--- src/rtl/data_memory_responder.sv ---
// Memory-side responder for the cpu data interface.
// Services one byte read or write per request and stalls the core through
// busywait for a fixed number of cycles before completing the access.
module data_memory_responder #(
  parameter int ADDR_WIDTH = 8,
  parameter int DATA_WIDTH = 8,
  parameter int LATENCY    = 4
) (
  input  logic                  clk,
  input  logic                  rst_n,
  input  logic                  read,
  input  logic                  write,
  input  logic [ADDR_WIDTH-1:0] address,
  input  logic [DATA_WIDTH-1:0] writedata,
  output logic [DATA_WIDTH-1:0] readdata,
  output logic                  busywait
);

  localparam int DEPTH = 2 ** ADDR_WIDTH;
  localparam logic [3:0] COUNT_INIT = 4'(LATENCY - 1);

  typedef enum logic [1:0] {
    IDLE,
    BUSY,
    DONE
  } state_t;

  state_t                  state;
  state_t                  next_state;
  logic [3:0]              counter;
  logic [ADDR_WIDTH-1:0]   addr_q;
  logic [DATA_WIDTH-1:0]   wdata_q;
  logic                    write_q;
  logic                    request;
  logic                    access_fire;
  logic                    busy_raw;
  logic [DATA_WIDTH-1:0]   mem [DEPTH];

  assign request     = read | write;
  assign access_fire = (state == BUSY) && (counter == 4'd0);

  // State register; reset drops any access that is in flight.
  always_ff @(posedge clk or negedge rst_n) begin
    if (!rst_n) begin
      state <= IDLE;
    end else begin
      state <= next_state;
    end
  end

  // Next-state and stall logic; DONE deliberately ignores requests so the cpu sees one free cycle.
  always_comb begin
    next_state = state;
    busy_raw   = 1'b0;
    case (state)
      IDLE: begin
        busy_raw = request;
        if (request) begin
          next_state = BUSY;
        end
      end
      BUSY: begin
        busy_raw = 1'b1;
        if (counter == 4'd0) begin
          next_state = DONE;
        end
      end
      DONE: begin
        next_state = IDLE;
      end
      default: begin
        next_state = IDLE;
      end
    endcase
    busywait = busy_raw & rst_n;
  end

  // Request capture, latency countdown and registered read result.
  always_ff @(posedge clk or negedge rst_n) begin
    if (!rst_n) begin
      counter  <= 4'd0;
      addr_q   <= '0;
      wdata_q  <= '0;
      write_q  <= 1'b0;
      readdata <= '0;
    end else begin
      case (state)
        IDLE: begin
          if (request) begin
            addr_q  <= address;
            wdata_q <= writedata;
            write_q <= write;
            counter <= COUNT_INIT;
          end
        end
        BUSY: begin
          if (counter != 4'd0) begin
            counter <= counter - 4'd1;
          end else if (!write_q) begin
            readdata <= mem[addr_q];
          end
        end
        default: begin
        end
      endcase
    end
  end

  // Storage array; contents survive reset and are only written when a write access completes.
  always_ff @(posedge clk) begin
    if (access_fire && write_q) begin
      mem[addr_q] <= wdata_q;
    end
  end

endmodule

--- config.mk ---
export PLATFORM = sky130hd
export DESIGN_NAME = data_memory_responder
export DESIGN_NICKNAME = d
export VERILOG_FILES = /design/src/rtl/data_memory_responder.sv
export SDC_FILE = /design/constraint.sdc
export NUM_CORES = 2
export LEC_CHECK = 0
export BUFFER_PORTS_ARGS = -buffer_cell sky130_fd_sc_hd__buf_2
export CORE_MARGIN = 4
export CORE_UTILIZATION = 45
export DETAILED_ROUTE_END_ITERATION = 10
export HOLD_SLACK_MARGIN = 0.08
export SETUP_SLACK_MARGIN = 0.05
export SLEW_MARGIN = 40
export SYNTH_ARGS = -nofsm -noshare
export SYNTH_HDL_FRONTEND = slang
export SYNTH_SLANG_ARGS = --single-unit
--- constraint.sdc ---
create_clock -name clk -period 3.8 [get_ports clk]
set_input_delay 0.19 -clock clk [delete_from_list [all_inputs] [get_ports clk]]
set_output_delay 0.19 -clock clk [all_outputs]
set_load 0.05 [all_outputs]
-- Word level (Yosys, flattened, before mapping)
Memory sizes are Yosys's and may differ from the RTL's. A register that Yosys moved wholly into a read port is not among the register bits.
Index checks and enable logic that the tools add are counted.
- RAM bits: 2048
- input bits: 20
- word-level logic and storage cells: 35
- bits in registers: 23
- output and inout bits: 9
- ROM bits: 0
- bits in latches: 0
- memories: 1
- shift operators: 0
- order comparisons: 0
- bitwise gates (word level): 4
- divide/modulo/power cells: 0
- reductions and logical operators: 11
- eq/ne operators: 4
- $add $sub $neg: 1
- $mul: 0
- mux-type cells: 9
- memory list (name ; depth ; bits a word ; read ports ; clocked after Yosys merged registers in ; wr ports ; line ; text):
    mem ; 256 ; 8 ; 1 ; 1 ; 1 ; 37 ; logic [DATA_WIDTH-1:0] mem [DEPTH];
- operator list (operator ; number):
    $mux W4 ; 2
    $pmux W4 S2 ; 1
    $reduce_and A3 Y1 ; 2
    $logic_not A4 Y1 ; 1
    $mux W2 ; 2
    $ne A2 B1 Y1 const B ; 2
    $pmux W2 S2 ; 1
    $reduce_and A2 Y1 ; 2
    $reduce_bool A4 Y1 ; 1
    $sub A4 B1 Y4 const B ; 1
    $eq A2 B1 Y1 const B ; 1
    $logic_and A1 B1 Y1 ; 2
    $logic_not A2 Y1 ; 1
    $mux W1 ; 2
    $ne A2 B2 Y1 const B ; 1
    $not A1 Y1 ; 2
    $pmux W1 S2 ; 1
    $reduce_bool A2 Y1 ; 1
    $and A1 B1 Y1 ; 1
    $logic_not A1 Y1 ; 1
    $or A1 B1 Y1 ; 1

-- Depth between registers and ports, before layout
- depth in word-level cells: 5
- mapped depth: 12
- gate-level depth less buffers: 9

-- Least setup slack after synthesis
No wires, ideal clock.
- path type: flip-flop to flip-flop
- start: reg wdata_q[0]
- end: mem mem[0][0], data pin
- data arrival time: 3.183 ns
- slack: -0.187 ns
- clock period less this slack: 3.987 ns
- setup time: 0.804 ns
- buffers on the path: 0
- data required time: 2.996 ns
- stages on the path, launching flop included: 1
- cell sequence: dfrtp_1
- RTL lines (element ; line ; text):
    start: declaration ; 32 ; logic [DATA_WIDTH-1:0] wdata_q;
    start signal: assignment ; 91 ; wdata_q <= writedata;
    end: declaration ; 37 ;
No word-level cell before the write port.

==> flow_metrics.py <==
metrics = {
    "synth": {
        "ys.flop_type": "edfxtp_1",
        "yosysWarnings": 0,
        "synth-seq-cells": 2079,
        "ys_types": 66,
        "yosysSeqAreaShare": 0.769,
        "synth_edf_count": 2048,
        "synthesis.area_um2": 81000,
        "syn_inst": 3899,
        "async_reset_ff_frac": 0.0149,
        "avgSynthCellArea_um2": 20.8,
        "synth_nets": 3921,
    },
    "worst_setup_path": {
        "crit_chain": "buf_12 -> buf_4 -> nor2_1 -> buf_4 -> a22oi_1 -> a31oi_1 -> nand3_1 -> nor4_1 -> nand4_1 -> o32a_1",
        "max_stage_delay_ns": 0.66,
        "worstSetupPathType": "reg2reg",
        "required_ns": 4.55,
        "worst-path-buf-inv": 3,
        "crit_path_max_fanout": 18,
        "rr_worst_depth": 10,
        "rr_startpoint": "addr_q[0]",
        "critPathTopFamily": "simple AND/OR/NAND/NOR gates",
        "r2r_slack_ns": 0.19,
        "cp.arrival_ns": 4.36,
        "critPathCaptureType": "register",
        "start_kind": "register",
        "cpMostUsedCell": "buf_4",
        "r2r_end": "readdata[2]",
        "critPathSlowestCell": "dfrtp_4",
    },
    "clock_network": {
        "insertion_delay_ns": 0.87,
        "clock-sinks": 2079,
        "cts_resized": 0,
        "numCtsBuffers": 206,
        "cts_max_level": 4,
        "cts_tree": "built",
        "clk_pin_slew_ns": 0.07,
        "ctsRootBufferMaster": "clkbuf_16",
        "clock_path_buffers": 3,
    },
    "sta": {
        "fmax_ghz": 0.277,
        "finalClockSkew_ns": 0.0564,
        "maxSlewHeadroom": 0.419,
        "fin_tns_setup_ns": 0,
        "fin_crit_sh": 0.950,
        "finalHoldViolCount": 0,
        "drv_slew": 0,
        "layout_setup_ws_ns": 0.191,
        "setup_viol_count_final": 0,
        "period_minus_slack_ns": 3.61,
        "worstMarginPinSlew_ns": 0.870,
        "rsz0062_at_grt": "false",
    },
    "min_path": {
        "hold_start": "address[0]",
        "hold_class": "in2reg",
        "hold_depth": 4,
        "whs_endpoint": "addr_q[0]",
    },
    "floorplanning": {
        "io-pin-count": 29,
        "coreArea_um2": 179000,
        "dieArea_um2": 187000,
        "die_h_um": 432,
        "initial_core_util": 0.453,
        "fp.dieW_um": 432,
        "num_rows": 155,
    },
    "route": {
        "vias_per_cell": 6.10,
        "post_drt_wl_per_cell_um": 32.7,
        "routed_wl_um": 226000,
        "dr_total_vias": 42300,
        "postRouteAntennaNets": 0,
        "drtPass1Iterations": 6,
        "drc": 0,
        "drt_iter0_drc": 5719,
    },
    "placed_design": {
        "place_inst": 6502,
        "hpwl_um": 147000,
        "gp_congestion": 0.916,
        "pre_cts_slack_ns": 0.340,
        "port_buffers": 28,
    },
    "flow_run": {
        "max_cap_violations": 0,
    },
    "status": {
        "outcome": "finished, final reports clean",
    },
    "cells_and_area": {
        "fillerInstances": 13800,
        "area_growth_pct": 16.4,
        "fin_cells": 6926,
        "layout-drive-gt1-share": 0.294,
        "fin_nets": 4418,
    },
    "power": {
        "clock_power_share": 0.278,
        "leakage_nw": 30.1,
        "power.switching_w": 0.0238,
        "internal_power_w": 0.0478,
        "ir_drop_mv": 0.660,
        "cellPowerDensity_nw_per_um2": 759,
        "comb_power_share": 0.305,
        "power_frac_seq": 0.416,
        "switching_share": 0.332,
    },
    "global_routing": {
        "grt_start_max_net_pins": 129,
        "grt_pass1_vias": 42200,
        "grt_first_pass_wirelength_um": 323000,
        "antenna_found_initial": 10,
        "grt-ovfl-total": 0,
        "grt_util_all_layers": 0.244,
    },
}
[through the flow]
| stage | utilization | hold WS, ns | area, µm² | total power [W] |
|---|---|---|---|---|
| floorplan | - | -0.106 | 81000 | 0.0422 |
| detailed placement | 0.488 | 0.203 | 87200 | 0.0519 |
| finish | 0.528 | 0.185 | 94300 | 0.0715 |
| global route | 0.528 | 0.172 | 94300 | 0.0738 |
| CTS | 0.527 | 0.152 | 94200 | 0.0717 |
| global placement | 0.488 | 0.380 | 87100 | 0.0517 |
[per-layer routing]
layer / GRT usage / wire length, µm / vias up
met5: 0 / 13 / -
met2: 0.374 / 105000 / 2230
li1: - / - / 17200
met1: 0.350 / 90500 / 22500
met4: 0.0823 / 8420 / 2
met3: 0.0516 / 21800 / 408
[cells by family (layout without fill, tap and decap cells)]
family | count (synthesis) | in the layout | synth area share
flip-flops | 2079 | 2079 | 0.769
multiplexers | 673 | 673 | 0.157
AND/OR/NAND/NOR | 621 | 621 | 0.0329
AO/OA/AOI/OAI | 278 | 278 | 0.0245
buffers and inverters | 244 | 915 | 0.0158
adder cells (fa/ha/maj) | 2 | 2 | 0.000309
XOR/XNOR | 2 | 2 | 0.000216
other | 0 | 1 | 0
[synth_stat cells, types with 7 or more instances]
cell type / count / area, µm²
buf_4: 32 / 240
o22ai_1: 37 / 231
clkbuf_1: 84 / 315
buf_2: 86 / 430
nand3_1: 45 / 225
a32oi_1: 15 / 131
and3_1: 18 / 113
a2111oi_0: 7 / 61.3
edfxtp_1: 2048 / 61500
a221oi_1: 9 / 78.8
mux4_2: 477 / 10700
a21oi_1: 30 / 150
a22oi_1: 66 / 495
o211ai_1: 10 / 75.1
a211oi_1: 11 / 82.6
mux2i_1: 191 / 1910
dfrtp_1: 31 / 776
nor2b_1: 17 / 106
buf_6: 18 / 203
nor2_1: 304 / 1140
nand2_1: 161 / 604
buf_1: 17 / 63.8
o21ai_0: 26 / 130
nor3_1: 23 / 115
a31oi_1: 18 / 113
nand4_1: 15 / 93.8
nand2b_1: 7 / 43.8
[registers in the layout, summed over array words and instances (netlist names)]
signal,count
readdata,8
mem,2048
counter,4
write_q,1
addr_q,8
wdata_q,8
state,2
[cell usage in the layout (no fill, tap or decap), types with 20 or more instances in the layout]
cell type,netlist,routed
a21oi_1,30,30
buf_2,86,27
clkinv_1,1,47
nor2_1,304,259
clkbuf_16,0,206
nor3_1,23,20
mux4_2,477,477
edfxtp_1,2048,2048
a22oi_1,66,66
o21ai_0,26,26
clkbuf_1,84,49
nand2_1,161,157
nand3_1,45,44
o22ai_1,37,37
nor2_2,0,44
buf_4,32,395
buf_12,0,65
clkinv_2,0,45
dlygate4sd3_1,0,39
mux2i_1,191,191
[what timing repair did]
action,CTS,global route
buffers inserted,0,0
endpoints found under the setup margin,0,0
hold buffers,40,0
endpoints found under the hold margin,49,0
[layout make-up]
type                       count  area [µm²]  share of cell area
clock inverter               124        1190              0.0127
antenna                        1        2.50           0.0000265
sequential                  2079       62300               0.661
clock buffer                 258        5380              0.0571
timing repair buffer         526        4790              0.0508
multi-input combinational   1576       17600               0.187
tap                         2355        2950              0.0313
inverter                       7        27.5            0.000292
[worst max-delay path by stage]
stage               depth (start not counted)     endpoint      start
detailed placement                          9  readdata[0]  addr_q[1]
global placement                           10  readdata[6]  addr_q[3]
finish                                     10  readdata[2]  addr_q[0]
CTS                                         9  readdata[0]  addr_q[1]
floorplan                                  11  mem[221][0]  addr_q[0]
global route                                9  readdata[0]  addr_q[1]
[tightest hold or removal path: cells and delay by family]
kind	cells	cell delay (ns)
simple gates	1	0.10
compound gates	1	0.10
buf+inv	2	0.61
[power groups by stage]
stage	clock, W	combinational (W)	sequential, W
4_1_cts	0.0202	0.0217	0.0298
3_5_place_dp	0	0.0216	0.0303
5_1_grt	0.0213	0.0228	0.0298
6_report	0.0199	0.0218	0.0298
2_1_floorplan	0	0.0111	0.0311
3_3_place_gp	0	0.0213	0.0303
Note: power is estimated with default switching activity, not from simulation.
